$ cat config.mk
export PLATFORM = sky130hd
export DESIGN_NAME = iic_master_seq
export DESIGN_NICKNAME = d
export VERILOG_FILES = /design/src/rtl/iic_master_seq.sv
export SDC_FILE = /design/constraint.sdc
export NUM_CORES = 1
export LEC_CHECK = 0
export BUFFER_PORTS_ARGS = -buffer_cell sky130_fd_sc_hd__clkbuf_2
export CAP_MARGIN = 20
export CORE_MARGIN = 3
export CORE_UTILIZATION = 35
export DETAILED_ROUTE_END_ITERATION = 8
export GPL_TIMING_DRIVEN = 0
export PLACE_DENSITY = 0.63
export SKIP_LAST_GASP = 1
export SYNTH_ARGS = -nofsm -noshare
export SYNTH_HDL_FRONTEND = slang
export SYNTH_SLANG_ARGS = --single-unit
$ cat constraint.sdc
create_clock -name sys_clk -period 2.4 [get_ports sys_clk]
set_input_delay 0.24 -clock sys_clk [delete_from_list [all_inputs] [get_ports sys_clk]]
set_output_delay 0.24 -clock sys_clk [all_outputs]
set_load 0.05 [all_outputs]
$ cat src/rtl/iic_master_seq.sv
// Byte-level IIC master sequencer: one register read/write command becomes a complete
// START/address/register/data/STOP bit sequence on an open-drain-emulated pad interface.

module iic_master_seq #(
    parameter bit          MD_SIM_ABLE = 1'b0,
    parameter int unsigned NB_CLK_DIV  = 250,
    parameter int unsigned WD_ERR_INFO = 4
) (
    input  logic                   sys_clk,
    input  logic                   sys_resetn,
    input  logic                   s_cmd_valid,
    output logic                   s_cmd_ready,
    input  logic                   s_cmd_rw,
    input  logic [6:0]             s_cmd_dev,
    input  logic [7:0]             s_cmd_reg,
    input  logic [7:0]             s_cmd_wdat,
    output logic                   m_rsp_valid,
    output logic [7:0]             m_rsp_rdat,
    output logic                   m_rsp_err,
    output logic                   m_iic_src_csn,
    output logic                   m_iic_src_scl,
    output logic                   m_iic_src_sdo,
    output logic                   m_iic_src_tri,
    input  logic                   m_iic_src_sdi,
    output logic [WD_ERR_INFO-1:0] m_err_iic_info1
);

    localparam int unsigned QDiv  = MD_SIM_ABLE ? 2 : NB_CLK_DIV;
    localparam logic [15:0] QLast = 16'(QDiv - 1);

    typedef enum logic [3:0] {
        StIdle, StStart, StTxb, StRack, StRstart, StRxb, StTack, StStop, StDone
    } state_e;

    state_e      state_q, state_d;
    logic [15:0] div_q, div_d;
    logic [1:0]  qtr_q, qtr_d;
    logic [2:0]  bit_q, bit_d;
    logic [1:0]  slot_q, slot_d;
    logic        rw_q, rw_d;
    logic [6:0]  dev_q, dev_d;
    logic [7:0]  reg_q, reg_d;
    logic [7:0]  wdat_q, wdat_d;
    logic [7:0]  rx_q, rx_d;
    logic [7:0]  rdat_q, rdat_d;
    logic [3:0]  info_q, info_d;

    logic       qtr_end, slot_end, sample;
    logic [1:0] nack_idx;
    logic [7:0] tx_byte;
    logic       sda, rel;

    assign qtr_end  = (div_q == QLast);
    assign slot_end = qtr_end && (qtr_q == 2'd3);
    // SDA is sampled on the last cycle of q2, just before SCL's high phase is half over.
    assign sample   = qtr_end && (qtr_q == 2'd2);
    assign nack_idx = (slot_q == 2'd2 && rw_q) ? 2'd3 : slot_q;

    always_comb begin
        unique case (slot_q)
            2'd0:    tx_byte = {dev_q, 1'b0};
            2'd1:    tx_byte = reg_q;
            default: tx_byte = rw_q ? {dev_q, 1'b1} : wdat_q;
        endcase
    end

    always_ff @(posedge sys_clk) begin
        if (!sys_resetn) begin
            state_q <= StIdle;
            div_q   <= '0;
            qtr_q   <= '0;
            bit_q   <= '0;
            slot_q  <= '0;
            rw_q    <= 1'b0;
            dev_q   <= '0;
            reg_q   <= '0;
            wdat_q  <= '0;
            rx_q    <= '0;
            rdat_q  <= '0;
            info_q  <= '0;
        end else begin
            state_q <= state_d;
            div_q   <= div_d;
            qtr_q   <= qtr_d;
            bit_q   <= bit_d;
            slot_q  <= slot_d;
            rw_q    <= rw_d;
            dev_q   <= dev_d;
            reg_q   <= reg_d;
            wdat_q  <= wdat_d;
            rx_q    <= rx_d;
            rdat_q  <= rdat_d;
            info_q  <= info_d;
        end
    end

    always_comb begin
        state_d = state_q;
        div_d   = div_q;
        qtr_d   = qtr_q;
        bit_d   = bit_q;
        slot_d  = slot_q;
        rw_d    = rw_q;
        dev_d   = dev_q;
        reg_d   = reg_q;
        wdat_d  = wdat_q;
        rx_d    = rx_q;
        rdat_d  = rdat_q;
        info_d  = info_q;
        if (state_q != StIdle && state_q != StDone) begin
            div_d = qtr_end ? 16'd0 : div_q + 16'd1;
            if (qtr_end) qtr_d = qtr_q + 2'd1;
        end
        unique case (state_q)
            StIdle: begin
                if (s_cmd_valid) begin
                    rw_d    = s_cmd_rw;
                    dev_d   = s_cmd_dev;
                    reg_d   = s_cmd_reg;
                    wdat_d  = s_cmd_wdat;
                    info_d  = '0;
                    div_d   = '0;
                    qtr_d   = '0;
                    state_d = StStart;
                end
            end
            StStart: begin
                if (slot_end) begin
                    slot_d  = 2'd0;
                    bit_d   = 3'd7;
                    state_d = StTxb;
                end
            end
            StTxb: begin
                if (slot_end) begin
                    if (bit_q == 3'd0) state_d = StRack;
                    else               bit_d   = bit_q - 3'd1;
                end
            end
            StRack: begin
                if (sample && m_iic_src_sdi) info_d[nack_idx] = 1'b1;
                if (slot_end) begin
                    bit_d = 3'd7;
                    // A NACK is already latched in info_q by the time the slot ends.
                    if (|info_q) begin
                        state_d = StStop;
                    end else if (slot_q == 2'd0) begin
                        slot_d  = 2'd1;
                        state_d = StTxb;
                    end else if (slot_q == 2'd1) begin
                        slot_d  = 2'd2;
                        state_d = rw_q ? StRstart : StTxb;
                    end else begin
                        state_d = rw_q ? StRxb : StStop;
                    end
                end
            end
            StRstart: begin
                if (slot_end) begin
                    bit_d   = 3'd7;
                    state_d = StTxb;
                end
            end
            StRxb: begin
                if (sample) rx_d = {rx_q[6:0], m_iic_src_sdi};
                if (slot_end) begin
                    if (bit_q == 3'd0) state_d = StTack;
                    else               bit_d   = bit_q - 3'd1;
                end
            end
            StTack: begin
                if (slot_end) state_d = StStop;
            end
            StStop: begin
                if (slot_end) begin
                    if (rw_q && !(|info_q)) rdat_d = rx_q;
                    state_d = StDone;
                end
            end
            StDone:  state_d = StIdle;
            default: state_d = StIdle;
        endcase
    end

    always_comb begin
        m_iic_src_scl = 1'b1;
        m_iic_src_csn = 1'b0;
        sda           = 1'b1;
        rel           = 1'b0;
        unique case (state_q)
            StStart: begin
                m_iic_src_scl = (qtr_q != 2'd3);
                sda           = ~qtr_q[1];
            end
            StTxb: begin
                m_iic_src_scl = qtr_q[1];
                sda           = tx_byte[bit_q];
            end
            StRack, StRxb, StTack: begin
                m_iic_src_scl = qtr_q[1];
                rel           = 1'b1;
            end
            StRstart: begin
                m_iic_src_scl = (qtr_q != 2'd0);
                sda           = ~qtr_q[1];
            end
            StStop: begin
                m_iic_src_scl = (qtr_q != 2'd0);
                sda           = (qtr_q == 2'd3);
            end
            default: m_iic_src_csn = 1'b1;
        endcase
        // Open-drain emulation: a logic 1 is expressed by releasing the line.
        m_iic_src_tri = rel | sda;
        m_iic_src_sdo = rel | sda;
    end

    always_comb begin
        m_err_iic_info1      = '0;
        m_err_iic_info1[3:0] = info_q;
    end

    assign s_cmd_ready = (state_q == StIdle);
    assign m_rsp_valid = (state_q == StDone);
    assign m_rsp_err   = m_rsp_valid & (|info_q);
    assign m_rsp_rdat  = rdat_q;

endmodule
-- Word level (Yosys, flattened, before mapping)
Index checks and enable logic that the tools add are counted.
- register bits after elaboration: 71
- input bits: 28
- output and inout bits: 19
- logic and storage cells: 131
- add/sub/neg operators: 3
- order comparisons: 3
- equal/unequal tests: 31
- multiplexer cells: 47
- bitwise gates (word level): 4
- reductions and logical operators: 31
- operator list (cell ; number):
    16-bit two-way mux ; 4
    4-bit two-way mux ; 11
    4-bit one-hot mux with 7 select lines ; 1
    2-bit != test (second input constant) ; 13
    2-bit two-way mux ; 11
    3-bit two-way mux ; 7
    16-bit by 1-bit adder with 16-bit output (second input constant) ; 1
    16-bit by 8-bit equality test with 1-bit output (second input constant) ; 1
    4-bit by 3-bit equality test with 1-bit output (second input constant) ; 4
    8-bit one-hot mux with 2 select lines ; 1
    9-bit AND reduction ; 1
    4-bit by 2-bit equality test with 1-bit output (second input constant) ; 2
    8-bit two-way mux ; 1
    4-bit one-hot mux with 2 select lines ; 1
    2-bit nonzero test ; 4
    4-bit OR reduction ; 2
    1-bit logical AND ; 7
    7-bit OR reduction ; 1
    2-bit equality test (second input constant) ; 3
    2-bit by 1-bit != test with 1-bit output (second input constant) ; 3
    1-bit one-hot mux with 3 select lines ; 2
    3-bit one-hot mux with 2 select lines ; 1
    3-bit AND reduction ; 2
    2-bit OR reduction ; 3
    other kinds (27) ; 32

-- Logic depth before layout (Yosys ltp)
- depth after elaboration: 10
- gate-level depth with buffers: 9
- depth with buffers taken out: 7

-- Worst setup path after synthesis
OpenSTA, ideal clock, no wires.
- path kind: reg-to-output
- from: register slot_q[1]
- to: output port m_iic_src_tri
- arrival time: 2.996 ns
- required time: 2.160 ns
- slack: -0.836 ns
- cell stages (with the launch flop): 9
- path buffers: 3
- path through: dfxtp_1 -> clkbuf_1 -> clkbuf_1 -> nand2_1 -> nor3_1 -> nor4_1 -> a2111o_1 -> o21ai_0 -> buf_4
- cells in the longest elaborated chain, start to end: 6
- elaborated cells between the ends (all ways): 7
- those cells by class: eq/ne (1); mux (4); bitwise (1); reduce/logical (1)
- RTL lines (element ; RTL line ; text):
    from (decl) ; 39 ; logic [1:0] slot_q, slot_d;
    from (signal assigned) ; 86 ; slot_q <= slot_d;
    2-bit by 1-bit equality test with 1-bit output / 2-bit zero test (equally long branches) ; 60 ; unique case (slot_q)
    8-bit one-hot mux with 2 select lines (*) ; 60 ;
    1-bit binary-select mux with 3-bit select (*) ; 197 ; sda = tx_byte[bit_q];
    1-bit two-way mux (implied by the code) (*) ; 197 ;
    1-bit one-hot mux with 3 select lines (*) ; 190 ; unique case (state_q)
    1-bit bitwise OR (*) ; -- ;
    to (decl) ; 23 ; output logic m_iic_src_tri,
Mark *: on every way between the ends. The rest lies on a longest branch, timed or not. The select of a mux whose other input is x is not followed.

-- Final worst setup path
- from: register slot_q[0]
- to: output port m_iic_src_tri
- cells in the longest elaborated chain, start to end: 6
- elaborated cells between the ends (all ways): 7
- those cells by class: eq/ne (1); mux (4); bitwise (1); reduce/logical (1)
- RTL lines (element ; RTL line ; text):
    2-bit by 1-bit equality test with 1-bit output / 2-bit zero test (equally long branches) ; 60 ;
    8-bit one-hot mux with 2 select lines (*) ; 60 ;
    1-bit binary-select mux with 3-bit select (*) ; 197 ;
    1-bit two-way mux (implied by the code) (*) ; 197 ;
    1-bit one-hot mux with 3 select lines (*) ; 190 ;
    1-bit bitwise OR (*) ; 214 ; m_iic_src_tri = rel | sda;
Marked as above.

==> flow_metrics.tcl <==
set metrics [dict create \
    cts_inserted_buffers 9 \
    cts.path.max_buffers 2 \
    cts_max_level 3 \
    finalHoldViolCount 0 \
    async_reset_ff_share_pct 0 \
    status "completed" \
    rsz0062_at_grt "true" \
    power_frac_clock_pct 38.1 \
    ir_worst_vdd_v 0.000342 \
    clk_pin_slew_ns 0.08 \
    clock_sinks 71 \
    combPwrFrac_pct 16.5 \
    gp_congestion 0.873 \
    drt_iter0_drc 169 \
    p_per_area_nw_per_um2 668 \
    yosys.area_share.simple_pct 28.7 \
    yosys.area_share.adder_pct 2.49 \
    fmax_mhz 420 \
    crit_type "register to primary output" \
    drv_slew 0 \
    postRouteAntennaNets 0 \
    p_sw_uw 809 \
    coreArea_um2 9500 \
    finalNonFillerCells 626 \
    total_power_mw 2.82 \
    syn_avg_cell_area_um2 8.08 \
    yosys_most_used_dff "dfxtp_1" \
    clock_latency_ns 0.34 \
    dieArea_um2 11300 \
    synth_top_area_share_pct 40.4 \
    dp.final_hpwl_um 6190 \
    antenna_found_initial 0 \
    drcViolationCount 0 \
    die_w_um 106 \
    r2r_slack_ns 0.23 \
    antenna-diode-count 0 \
    yosysUniqueCellTypes 52 \
    layout_min_cycle_time_ns 2.38 \
    netlist_area_um2 3510 \
    rows 35 \
    synth_area_leaders "dfxtp_1 40%, nand2_1 8.5%, mux2i_1 7.1%" \
    synth_warnings 0 \
    synth_compound_area_share_pct 12.1 \
    p_int_mw 2.01 \
    drt-wirelength-per-cell_um 13.5 \
    ys_ff_latch 71 \
    finalCritPeriodShare_pct 99.2 \
    synth_nets 470 \
    globalRouteTotalUtil_pct 15.6 \
    r2r_start "state_q[2]" \
    p_leak_nw 1.54 \
    swShare_pct 28.7 \
    crit_fanout 10 \
    clock_skew_ns 0.0126 \
    synthMuxAreaShare_pct 7.12 \
    synth_edf_count 0 \
    grt_pass1_vias 3062 \
    vias_per_cell 5.00 \
    min-delay-start "s_cmd_dev[0]" \
    synth_cells 435 \
    synth_area_leader_cell "dfxtp_1" \
    vias 3130 \
    slew_headroom_pct 49.6 \
    worstRegToRegCells 6 \
    synth_xor_area_share_pct 4.49 \
    hold_path_class "input pin to register" \
    synth_top_family_by_area "simple AND/OR/NAND/NOR gates" \
    die_y_um 106 \
    seq_area_frac_synth_pct 40.4 \
    grt_overflow 0 \
    dr.pass1.iters 4 \
    synthToLayoutAreaGrowth_pct 20.0 \
    crit_arrival_ns 2.14 \
    hold_buffers 0 \
    io_pins 47 \
    grt_max_degree 13 \
    grt_pass1_wl_um 14500 \
    drive_gt1_share_pct 19.7 \
    io_buffers 46 \
    nets 528 \
    hold_depth 3 \
    cp-end-kind "primary output" \
    tightestPinTransition_ns 0.750 \
    p_seq_share_pct 45.4 \
    worstReg2RegEnd "state_q[0]" \
    wl_um 8440 \
    drv_cap 0 \
    cts_tree "built" \
    root_buffer "clkbuf_8" \
    whs_endpoint "dev_q[0]" \
    dp.cells 610 \
    start_kind "register" \
    setup_viol_count_final 0 \
    worstPathRequired_ns 2.16 \
    start_util_pct 37.0 \
]
[logic make-up (layout without fill, tap and decap cells)]
group,after synthesis,count (layout)
flip-flops,71,71
buffers and inverters,41,103
AO/OA/AOI/OAI,72,72
XOR/XNOR,18,18
adder cells (fa/ha/maj),7,7
AND/OR/NAND/NOR,201,201
multiplexers,25,25
[metal layers]
metal | wire (µm) | part of all wire, % | track usage, %
met1 | 3980 | 47 | 20.3
met2 | 4040 | 48 | 25.6
met4 | 105 | 1.2 | 4.90
met3 | 314 | 3.7 | 3.40
met5 | 0 | 0 | 0
[metrics by stage]
stage	setup TNS [ns]	setup slack (ns)	cell area (µm²)	hold WS (ns)	utilization (%)
3_5_place_dp	-0.192	-0.139	3920	0.449	41.2
2_1_floorplan	-0.118	-0.118	3530	0.376	-
4_1_cts	0	0.000246	4210	0.0960	44.3
6_report	0	0.0198	4220	0.113	44.4
3_3_place_gp	-0.142	-0.113	3920	0.444	41.2
5_1_grt	-0.115	-0.0789	4220	0.109	44.4
[registers in the layout, summed over array words and instances (netlist names)]
signal and flops:
wdat_q 8, dev_q 7, div_q 16, reg_q 8
m_err_iic_info1 4, rx_q 8, bit_q 3, rw_q 1
state_q 4, slot_q 2, m_rsp_rdat 8, qtr_q 2
[worst max path at each step]
| stage | start | to | slack (ns) | depth (start not counted) |
|---|---|---|---|---|
| floorplan | slot_q[1] | m_iic_src_tri | -0.12 | 8 |
| global placement | slot_q[1] | m_iic_src_tri | -0.11 | 9 |
| detailed placement | slot_q[1] | m_iic_src_tri | -0.14 | 9 |
| CTS | state_q[2] | m_iic_src_tri | 0.0002 | 8 |
| global route | rw_q | m_iic_src_tri | -0.08 | 8 |
| finish | slot_q[0] | m_iic_src_tri | 0.02 | 8 |
[layout make-up]
| cell class | instances | area, µm² |
|---|---|---|
| clock inverters | 5 | 81.3 |
| clock buffers | 10 | 138 |
| fillers | 971 | 5290 |
| well taps | 129 | 161 |
| inverters | 16 | 60.1 |
| plain buffers | 24 | 129 |
| repair buffers | 48 | 256 |
| flip-flops and latches | 71 | 1430 |
| multi-input cells | 323 | 1960 |
[synth_stat cells (all sizes together) (2+ instances only)]
library cell,count
ha,7
nand3b,4
inv,16
a21oi,40
a311oi,2
nor4,8
nor3,15
nand3,12
nand2b,7
buf,6
a211oi,5
xor2,4
a31oi,2
and4,4
and2,3
o31ai,4
mux2i,25
o21ai,9
clkbuf,19
and3,5
o22ai,2
a221oi,2
nor2,48
nor2b,5
nand4,3
dfxtp,71
nand2,80
xnor2,14
[worst max-delay path, cell delays in order, from the launching register on]
cell and delay, ns:
dfxtp_2 0.34, clkbuf_8 0.16, nor2b_1 0.16, a21oi_1 0.12, o21ai_0 0.11, a2111o_1 0.43, o21ai_2 0.18, buf_4 0.14
clkbuf_8 0.16
[power by group through the flow]
stage / clock network, mW / logic [mW] / registers, mW
after floorplan: 0 / 0.337 / 1.29
after global placement: 0 / 0.444 / 1.30
after detailed placement: 0 / 0.454 / 1.31
after CTS: 1.10 / 0.467 / 1.28
after global routing: 1.14 / 0.522 / 1.29
final: 1.07 / 0.465 / 1.28
[timing repair]
action                                  CTS  global route
gates cloned                              0             0
pin swaps                                 2             0
resized for setup                        23             5
buffers inserted                          2             0
endpoints found under the setup margin    3             3
[placed cells by master (no fill, tap or decap), types with 5 or more instances in the layout]
master    synthesis  final
nand2_1          80     80
dfxtp_1          71     66
clkbuf_2          1     48
nor2_1           47     47
a21oi_1          40     40
mux2i_1          25     25
inv_1            16     16
nor3_1           14     14
xnor2_1          14     14
nand3_1          12     12
clkbuf_8          0     12
clkbuf_1         18     11
o21ai_0           8      7
nand2b_1          7      7
ha_1              7      7
a211oi_1          5      5
nor2b_1           5      5
Power figures use the tool's default switching activity.
